File: src/rtl/fetch_controller.sv
// Fetch control producer: arbitrates halt, return-from-interrupt, branch redirect,
// interrupt dispatch and hazard stall into one set of fetch-unit commands per cycle.
//
// state   | meaning
// --------+-----------------------------------------------
// RUN     | normal execution, interrupts may be dispatched
// HANDLER | inside a (non-nested) interrupt handler
// HALTED  | halt executed, terminal until reset
module fetch_controller #(
  parameter int PC_SIZE     = 16,
  parameter int SYNC_STAGES = 2
) (
  input  logic               clk,
  input  logic               n_rst,
  input  logic [14:0]        irq_i,
  input  logic [14:0]        int_mask_i,
  input  logic               br_taken_i,
  input  logic [PC_SIZE-1:0] br_target_i,
  input  logic               hazard_stall_i,
  input  logic               halt_req_i,
  input  logic               rti_req_i,
  output logic               halt_o,
  output logic               interrupt_o,
  output logic [3:0]         int_code_o,
  output logic               pc_override_o,
  output logic [PC_SIZE-1:0] target_o,
  output logic               stall_o,
  output logic               flush_o,
  output logic               in_handler_o,
  output logic [3:0]         active_code_o,
  output logic               spurious_rti_o
);

  typedef enum logic [1:0] {
    RUN     = 2'd0,
    HANDLER = 2'd1,
    HALTED  = 2'd2
  } state_t;

  state_t                           state_q, state_d;
  logic [SYNC_STAGES-1:0][14:0]     sync_q;
  logic [14:0]                      prev_q;
  logic [14:0]                      pending_q, pending_d;
  logic [3:0]                       active_q, active_d;
  logic                             spurious_q, spurious_d;

  logic [14:0]                      irq_rise;
  logic [14:0]                      eligible;
  logic [14:0]                      win_oh;
  logic [3:0]                       win_code;
  logic [14:0]                      clr;

  logic                             halt_c, interrupt_c, pc_override_c, stall_c, flush_c;
  logic [3:0]                       int_code_c;
  logic [PC_SIZE-1:0]               target_c;

  assign irq_rise = sync_q[SYNC_STAGES-1] & ~prev_q;
  assign eligible = pending_q & int_mask_i;

  // Descending scan so the lowest-numbered eligible code is the last assignment.
  always_comb begin
    win_oh   = '0;
    win_code = '0;
    for (int i = 14; i >= 0; i--) begin
      if (eligible[i]) begin
        win_oh   = 15'(1) << i;
        win_code = 4'(i + 1);
      end
    end
  end

  always_comb begin
    state_d       = state_q;
    active_d      = active_q;
    spurious_d    = spurious_q;
    clr           = '0;
    halt_c        = 1'b0;
    interrupt_c   = 1'b0;
    int_code_c    = '0;
    pc_override_c = 1'b0;
    target_c      = '0;
    stall_c       = 1'b0;
    flush_c       = 1'b0;

    case (state_q)
      HALTED: begin
        halt_c = 1'b1;
      end
      RUN, HANDLER: begin
        if (halt_req_i) begin
          halt_c  = 1'b1;
          flush_c = 1'b1;
          state_d = HALTED;
        end else if (rti_req_i && (state_q == HANDLER)) begin
          interrupt_c = 1'b1;
          int_code_c  = 4'd0;
          flush_c     = 1'b1;
          state_d     = RUN;
          active_d    = 4'd0;
        end else begin
          // A return outside any handler is recorded but otherwise ignored.
          if (rti_req_i) begin
            spurious_d = 1'b1;
          end
          if (br_taken_i) begin
            pc_override_c = 1'b1;
            target_c      = br_target_i;
            flush_c       = 1'b1;
          end else if ((state_q == RUN) && !hazard_stall_i && !rti_req_i && (|eligible)) begin
            interrupt_c = 1'b1;
            int_code_c  = win_code;
            flush_c     = 1'b1;
            clr         = win_oh;
            state_d     = HANDLER;
            active_d    = win_code;
          end else begin
            stall_c = hazard_stall_i;
          end
        end
      end
      default: begin
        state_d = RUN;
      end
    endcase
  end

  // New edges are OR-ed in after the dispatch clear so a same-cycle edge survives.
  assign pending_d = (pending_q & ~clr) | irq_rise;

  always_ff @(posedge clk) begin
    if (!n_rst) begin
      state_q    <= RUN;
      sync_q     <= '0;
      prev_q     <= '0;
      pending_q  <= '0;
      active_q   <= '0;
      spurious_q <= 1'b0;
    end else begin
      state_q    <= state_d;
      sync_q     <= {sync_q[SYNC_STAGES-2:0], irq_i};
      prev_q     <= sync_q[SYNC_STAGES-1];
      pending_q  <= pending_d;
      active_q   <= active_d;
      spurious_q <= spurious_d;
    end
  end

  assign halt_o         = n_rst & halt_c;
  assign interrupt_o    = n_rst & interrupt_c;
  assign int_code_o     = n_rst ? int_code_c : 4'd0;
  assign pc_override_o  = n_rst & pc_override_c;
  assign target_o       = n_rst ? target_c : '0;
  assign stall_o        = n_rst & stall_c;
  assign flush_o        = n_rst & flush_c;
  assign in_handler_o   = (state_q == HANDLER);
  assign active_code_o  = active_q;
  assign spurious_rti_o = spurious_q;

endmodule

File: config.mk
export PLATFORM = sky130hd
export DESIGN_NAME = fetch_controller
export DESIGN_NICKNAME = d
export VERILOG_FILES = /design/src/rtl/fetch_controller.sv
export SDC_FILE = /design/constraint.sdc
export NUM_CORES = 1
export LEC_CHECK = 0
export BUFFER_PORTS_ARGS = -buffer_cell sky130_fd_sc_hd__buf_2
export CORE_ASPECT_RATIO = 0.8
export CORE_MARGIN = 8
export CORE_UTILIZATION = 49
export CTS_BUF_LIST = sky130_fd_sc_hd__clkbuf_4 sky130_fd_sc_hd__clkbuf_8
export DETAILED_ROUTE_END_ITERATION = 6
export PLACE_DENSITY = 0.85
export REMOVE_ABC_BUFFERS = 1
export SYNTH_ARGS = -nofsm -noshare
export SYNTH_HDL_FRONTEND = slang
export SYNTH_SLANG_ARGS = --single-unit
File: constraint.sdc
create_clock -name clk -period 1.97 [get_ports clk]
set_input_delay 0.197 -clock clk [delete_from_list [all_inputs] [get_ports clk]]
set_output_delay 0.197 -clock clk [all_outputs]
set_load 0.005 [all_outputs]
==> metrics.csv, run 1 <==
stage;metric;value;unit
power_and_ir_drop;total net switching power;0.7282;mW
floorplanning;num rows;24;
flow_run;number of maximum-capacitance violations;0;
cts;Root Driver;sky130_fd_sc_hd__clkbuf_8;
route;drt pass-1 iters;6;
global_routing;antenna violations before repair;0;
worst_setup_path;largest incremental delay on the critical path;0.37;ns
placed_design;Post-DP Area;3206;sq um
logic_synthesis;yosys synthesis warning count;0;
run_status;result of the run;complete, but fails checks;
layout;commonest cells after routing, fill and taps aside;sky130_fd_sc_hd__buf_2, sky130_fd_sc_hd__and2_1, sky130_fd_sc_hd__dfxtp_1;
timing;maximum frequency from static timing analysis;0.4631;GHz
cts;clock-pin slew of the registers on the worst-case setup and hold paths;0.07;ns
logic_synthesis;count of flip-flops with a built-in enable after synthesis;0;
layout;Register Area;1363;sq um
layout;layout overhead on the synthesized area;36.50;%
worst_hold_path;worst min-delay path class;in -> reg;
cts;count of clock tree sinks;67;
worst_setup_path;critical path type;reg -> out;
layout;layout cell share with drive strength beyond 1;41.67;%
worst_setup_path;crit-path max FO;6;
route;overall via count from detail_route;2454;
layout;most common cell after layout, fill and taps aside;sky130_fd_sc_hd__buf_2;
timing;slew of the pin with the lowest slew margin;0.4278;ns
placed_design;Port-buffer cells;82;
cts;depth of the CTS H-tree;3;
worst_setup_path;worst endpoint required time;1.77;ns
global_routing;largest net degree at the start of global routing;61;
power_and_ir_drop;static leakage power;1.699;nW
power_and_ir_drop;total power density per cell area;801.8;nW/um^2
worst_setup_path;sort of element at the start of the critical path;flip-flop;
layout;fill cell total of the finished layout;409;
global_routing;global-route wire length before repair;10.67;mm
global_routing;total track usage;16.63;%
global_routing;global-route congestion overflow total;0;
power_and_ir_drop;sequential group share of total power;49.0;%
layout;antenna cell count;0;
floorplanning;Total Die Area;8116;sq um
floorplanning;Die Width;98.75;um
run_status;failing checks;negative setup slack;
timing;Layout Skew;0.004317;ns
worst_setup_path;Arr. time, crit path;1.96;ns
timing;clock period minus final worst setup slack;2.159;ns
route;Routed Antenna Nets;0;
route;drt drc;0;
route;Total Routed Length;6.776;mm
cts;Clock Latency Late Sink;0.34;ns
layout;post-route standard cell area excluding fillers;3664;sq um
timing;Worst slew margin;71.48;%
placed_design;last weighted congestion value of the routability-driven placer;0.9077;
logic_synthesis;ys flop type;sky130_fd_sc_hd__dfxtp_1;
power_and_ir_drop;share of power burned in combinational logic;13.0;%
route;drt via density;5.188;
global_routing;vias in the first global route;2364;
route;violation count after the first detailed-route iteration;113;
logic_synthesis;Synth async-reset ratio;0;%
cts;maximum buffer depth of the clock tree;2;
worst_setup_path;Slowest cell on crit path;sky130_fd_sc_hd__a222oi_1;
logic_synthesis;Post-Synthesis Mean Instance Area;9.223;sq um
logic_synthesis;synthesized cell area;2684;sq um
timing;final setup violation count;6;
placed_design;Placement Setup Slack;0.01009;ns
floorplanning;Floorplan Core Area;5375;sq um
floorplanning;effective utilization at floorplan;49.93;%
logic_synthesis;Synth Instances;291;
worst_setup_path;crit-path leading delay family;compound AO/OA/AOI/OAI gates;
layout;number of standard cells in the layout, taps in and fillers out;473;
cts;number of buffers created by CTS;9;
placed_design;HPWL after detailed placement;4.802;mm
timing;share of the clock period used by the worst path after layout;109.6;%
layout;Multi-input gate area;1373;sq um
floorplanning;total I/O pin count;83;
logic_synthesis;Yosys reg bits;67;
placed_design;total instance count after detailed placement;438;
power_and_ir_drop;cell internal power dissipation;2.209;mW
logic_synthesis;part of the Yosys area used for sequential elements;49.98;%
route;average detailed-routed wire length per instance;14.33;um
layout;Post-layout nets;455;
timing;setup TNS;-0.9588;ns
power_and_ir_drop;Switching Share;24.79;%
power_and_ir_drop;Peak supply drop;0.0006096;V
layout;post-route core utilization;68.16;%
timing;post-layout worst setup margin;-0.1893;ns
timing;RSZ-0062 raised after global routing;yes;
timing;max-slew violation count;0;
power_and_ir_drop;relative contribution of the clock network to total power;38.0;%
timing;Fin. Hold Viols;0;
worst_setup_path;critical path endpoint category;output pin;
cts;clock tree from TritonCTS;built;
logic_synthesis;number of distinct library cell variants in the gate-level netlist after synthesis;42;
floorplanning;height of the die;82.20;um
worst_setup_path;critical path, cell by cell;a222oi_1 -> buf_4 -> nand3_2 -> nor2_2 -> buf_6 -> o211a_1 -> nor3b_1 -> buf_2;
worst_setup_path;sum of buffers and inverters on the critical path;3;
[registers in the layout (all words and copies together), names as in the netlist]
signal          cells
sync_q             30
active_code_o       4
spurious_rti_o      1
pending_q          15
prev_q             15
state_q             2
[layout make-up]
cell class / count / area share (%)
Clock buffer: 10 / 3.586
Clock inverter: 6 / 1.776
Inverter: 7 / 0.7172
Multi-Input combinational cell: 208 / 37.47
Sequential cell: 67 / 37.19
Tap cell: 65 / 2.220
Timing Repair Buffer: 110 / 17.04
[kinds of logic (layout without fill, tap and decap cells)]
| kind of cell | count (synthesis) | in the layout | synth area share (%) |
|---|---|---|---|
| DFF | 67 | 67 | 49.98 |
| AOI/OAI and AO/OA | 61 | 61 | 16.46 |
| muxes | 2 | 2 | 0.7460 |
| buffers and inverters | 18 | 133 | 2.937 |
| and+or+nand+nor | 143 | 145 | 29.88 |
[power groups by stage]
stage | logic, mW | clock network (mW) | registers [mW]
finish | 0.382 | 1.12 | 1.44
CTS | 0.366 | 1.15 | 1.44
global route | 0.415 | 1.23 | 1.44
global placement | 0.299 | 0 | 1.46
detailed placement | 0.309 | 0 | 1.47
floorplan | 0.154 | 0 | 1.46
[final timing paths]
check	start	endpoint	slack [ns]	cells past startpoint
max	pending_q[2]$_SDFF_PN0_	flush_o	-0.19	8
min	irq_i[1]	sync_q[1]$_SDFF_PN0_	0.05	2
max reg2reg	pending_q[2]$_SDFF_PN0_	pending_q[10]$_SDFF_PN0_	0.03	7
min reg2reg	prev_q[1]$_SDFF_PN0_	pending_q[1]$_SDFF_PN0_	0.43	1
[repair_timing]
item	4_1_cts	5_1_grt
cloned	0	2
endpoints found under the setup margin	23	27
buffers inserted	17	3
pin swaps	12	4
gates resized for setup	36	3
hold buffers	0	0
[stage by stage]
step                      hold WS [ns]  power, mW
after CTS                      0.03449      2.954
after global placement          0.4019      1.763
after global routing           0.03458      3.086
final                          0.05397      2.937
after detailed placement        0.4051      1.777
after floorplan                 0.3084      1.617
[synthesized netlist by cell type, types with 6 or more instances]
cell type | number | area [sq um]
sky130_fd_sc_hd__dfxtp_1 | 67 | 1341
sky130_fd_sc_hd__nand2_1 | 30 | 112.6
sky130_fd_sc_hd__nor2b_1 | 12 | 75.07
sky130_fd_sc_hd__o21ai_0 | 10 | 50.05
sky130_fd_sc_hd__nand2b_1 | 8 | 50.05
sky130_fd_sc_hd__inv_1 | 7 | 26.28
sky130_fd_sc_hd__a21boi_1 | 6 | 45.04
sky130_fd_sc_hd__a21oi_1 | 10 | 50.05
sky130_fd_sc_hd__clkbuf_1 | 9 | 33.78
sky130_fd_sc_hd__nor2_1 | 8 | 30.03
sky130_fd_sc_hd__nand3_1 | 8 | 40.04
sky130_fd_sc_hd__and2_1 | 62 | 387.9
[routing by layer]
metal / GRT usage [%] / vias up / wire length (um)
met5: 0 / - / 0
met4: 6.565 / 0 / 58
met3: 7.621 / 8 / 648
met2: 28.13 / 111 / 3273
met1: 18.17 / 1114 / 2795
li1: - / 1221 / -
Power figures use the tool's default switching activity.
==> run 2: changes to the inputs <==
==> constraint.sdc (replaced) <==
create_clock -name clk -period 2.1 [get_ports clk]
set_input_delay 0.21 -clock clk [delete_from_list [all_inputs] [get_ports clk]]
set_output_delay 0.21 -clock clk [all_outputs]
set_load 0.005 [all_outputs]
==> metrics.csv, run 2 (same netlist as run 1, synthesis figures left out) <==
stage;metric;value;unit;change
timing;final setup violation count;6;;unchanged
layout;biggest registers after layout;sync_q x30, pending_q x15, prev_q x15;;unchanged
worst_setup_path;sum of buffers and inverters on the critical path;2;;was 3
layout;Top reg by flops;sync_q;;unchanged
route;overall via count from detail_route;2434;;was 2454
floorplanning;num rows;24;;unchanged
layout;antenna cell count;0;;unchanged
worst_setup_path;largest incremental delay on the critical path;0.56;ns;was 0.37 ns
timing;RSZ-0062 raised after global routing;yes;;unchanged
placed_design;last weighted congestion value of the routability-driven placer;0.8482;;was 0.9077
power_and_ir_drop;cell internal power dissipation;2.046;mW;was 2.209 mW
cts;number of buffers created by CTS;9;;unchanged
global_routing;total track usage;17.17;%;was 16.63%
power_and_ir_drop;total power density per cell area;760.7;nW/um^2;was 801.8 nW/um^2
global_routing;antenna violations before repair;0;;unchanged
floorplanning;effective utilization at floorplan;49.93;%;unchanged
flow_run;number of maximum-capacitance violations;0;;unchanged
timing;Hold Worst Slack;0.06924;ns;was 0.05397 ns
floorplanning;Total Die Area;8116;sq um;unchanged
timing;share of the clock period used by the worst path after layout;106.0;%;
worst_setup_path;crit-path max FO;6;;unchanged
timing;maximum frequency from static timing analysis;0.4492;GHz;
floorplanning;height of the die;82.20;um;unchanged
timing;setup TNS;-0.2848;ns;was -0.9588 ns
route;average detailed-routed wire length per instance;14.52;um;was 14.33 um
global_routing;vias in the first global route;2351;;was 2364
worst_setup_path;worst endpoint required time;1.89;ns;was 1.77 ns
timing;max-slew violation count;0;;unchanged
layout;flip-flop count of the largest register, all copies and words added;30;;unchanged
route;Total Routed Length;6.706;mm;was 6.776 mm
run_status;failing checks;negative setup slack;;unchanged
power_and_ir_drop;relative contribution of the clock network to total power;37.3;%;was 38.0%
layout;commonest cells after routing, fill and taps aside;sky130_fd_sc_hd__buf_2, sky130_fd_sc_hd__and2_1, sky130_fd_sc_hd__dfxtp_1;;unchanged
worst_setup_path;setup slack, reg-to-reg;0.19;ns;was 0.03 ns
power_and_ir_drop;static leakage power;1.638;nW;was 1.699 nW
layout;most common cell after layout, fill and taps aside;sky130_fd_sc_hd__buf_2;;unchanged
cts;count of clock tree sinks;67;;unchanged
floorplanning;Floorplan Core Area;5375;sq um;unchanged
worst_setup_path;Slowest cell on crit path;sky130_fd_sc_hd__or4_4;;was sky130_fd_sc_hd__a222oi_1
worst_setup_path;critical path type;reg -> out;;unchanged
global_routing;global-route wire length before repair;11.14;mm;was 10.67 mm
floorplanning;Die Width;98.75;um;unchanged
power_and_ir_drop;total net switching power;0.6488;mW;was 0.7282 mW
placed_design;Post-DP Area;3176;sq um;was 3206 sq um
layout;fill cell total of the finished layout;441;;was 409
route;Routed Antenna Nets;0;;unchanged
route;violation count after the first detailed-route iteration;178;;was 113
cts;clock tree from TritonCTS;built;;unchanged
timing;slew of the pin with the lowest slew margin;0.5129;ns;was 0.4278 ns
worst_hold_path;worst min-delay path class;in -> reg;;unchanged
timing;clock period minus final worst setup slack;2.226;ns;
cts;maximum buffer depth of the clock tree;2;;unchanged
timing;Worst slew margin;65.80;%;was 71.48%
run_status;result of the run;complete, but fails checks;;unchanged
power_and_ir_drop;share of power burned in combinational logic;12.4;%;was 13.0%
placed_design;HPWL after detailed placement;4.660;mm;was 4.802 mm
worst_setup_path;critical path endpoint category;output pin;;unchanged
worst_setup_path;critical path, cell by cell;a222oi_1 -> buf_4 -> nand3_2 -> nor2_2 -> or4_4 -> nor3b_4 -> buf_2;;was a222oi_1 -> buf_4 -> nand3_2 -> nor2_2 -> buf_6 -> o211a_1 -> nor3b_1 -> buf_2
worst_setup_path;Arr. time, crit path;2.02;ns;was 1.96 ns
power_and_ir_drop;Switching Share;24.08;%;was 24.79%
route;drt via density;5.268;;was 5.188
route;drt pass-1 iters;4;;was 6
cts;clock-pin slew of the registers on the worst-case setup and hold paths;0.07;ns;about the same
placed_design;Port-buffer cells;82;;unchanged
worst_setup_path;crit-path leading delay family;simple AND/OR/NAND/NOR gates;;was compound AO/OA/AOI/OAI gates
route;drt drc;0;;unchanged
layout;Post-layout nets;445;;was 455
power_and_ir_drop;sequential group share of total power;50.2;%;was 49.0%
layout;layout cell share with drive strength beyond 1;38.29;%;was 41.67%
worst_setup_path;sort of element at the start of the critical path;flip-flop;;unchanged
layout;layout overhead on the synthesized area;31.98;%;was 36.50%
floorplanning;total I/O pin count;83;;unchanged
power_and_ir_drop;Peak supply drop;0.0006432;V;was 0.0006096 V
timing;post-layout worst setup margin;-0.1262;ns;was -0.1893 ns
layout;post-route standard cell area excluding fillers;3542;sq um;was 3664 sq um
global_routing;largest net degree at the start of global routing;70;;was 61
global_routing;global-route congestion overflow total;0;;unchanged
cts;Root Driver;sky130_fd_sc_hd__clkbuf_8;;unchanged
cts;Clock Latency Late Sink;0.34;ns;about the same
timing;Fin. Hold Viols;0;;unchanged
timing;Layout Skew;0.005289;ns;was 0.004317 ns
cts;depth of the CTS H-tree;3;;unchanged
placed_design;Placement Setup Slack;0.09386;ns;was 0.01009 ns
power_and_ir_drop;total power of the final layout;2.695;mW;was 2.937 mW
run 2: layer usage:
| metal | GRT usage (%) | vias up | wire length [um] |
|---|---|---|---|
| met2 | 29.21 | 117 | 3125 |
| li1 | - | 1195 | - |
| met5 | 0 | - | 0 |
| met4 | 6.260 | 0 | 136 |
| met1 | 18.60 | 1108 | 2757 |
| met3 | 8.208 | 14 | 687 |
run 2: path summary, 6_finish.rpt:
kind,cells after the start,start,end
max,7,pending_q[1]$_SDFF_PN0_,int_code_o[3]
min,2,irq_i[1],sync_q[1]$_SDFF_PN0_
max reg2reg,7,pending_q[2]$_SDFF_PN0_,pending_q[8]$_SDFF_PN0_
min reg2reg,1,sync_q[8]$_SDFF_PN0_,sync_q[23]$_SDFF_PN0_
run 2: power groups by stage:
stage	clock network (mW)	registers (mW)	logic, mW
final	1.01	1.35	0.335
after global routing	1.11	1.36	0.371
after CTS	1.03	1.35	0.314
after detailed placement	0	1.38	0.280
after global placement	0	1.37	0.270
after floorplan	0	1.37	0.144
run 2: area by class of cell:
cell class,instances,area (sq um),share of cell area (%)
inverter,7,26.28,0.7418
sequential,67,1359,38.36
clock inverter,5,55.05,1.554
multi-input combinational,206,1329,37.51
tap,65,81.33,2.296
clock buffer,10,131.4,3.709
timing repair buffer,102,560.5,15.82
run 2: what timing repair did:
item,CTS,global route
setup buffers,11,3
hold buffers,0,0
endpoints found under the setup margin,22,22
pin swaps,8,5
resized for setup,24,4
run 2: worst register-to-register path: stages (launching register included):
cell and delay (ns):
sky130_fd_sc_hd__dfxtp_2 0.33, sky130_fd_sc_hd__a222oi_1 0.32, sky130_fd_sc_hd__buf_4 0.18, sky130_fd_sc_hd__buf_4 0.12, sky130_fd_sc_hd__and3_1 0.29, sky130_fd_sc_hd__and3_1 0.29
sky130_fd_sc_hd__a31oi_1 0.12, sky130_fd_sc_hd__o21a_1 0.18
run 2: stage by stage:
| stage | utilization [%] | instances |
|---|---|---|
| floorplan | - | 280 |
| global placement | 59.08 | 434 |
| detailed placement | 59.08 | 434 |
| CTS | 65.27 | 460 |
| global route | 65.90 | 462 |
| finish | 65.90 | 462 |
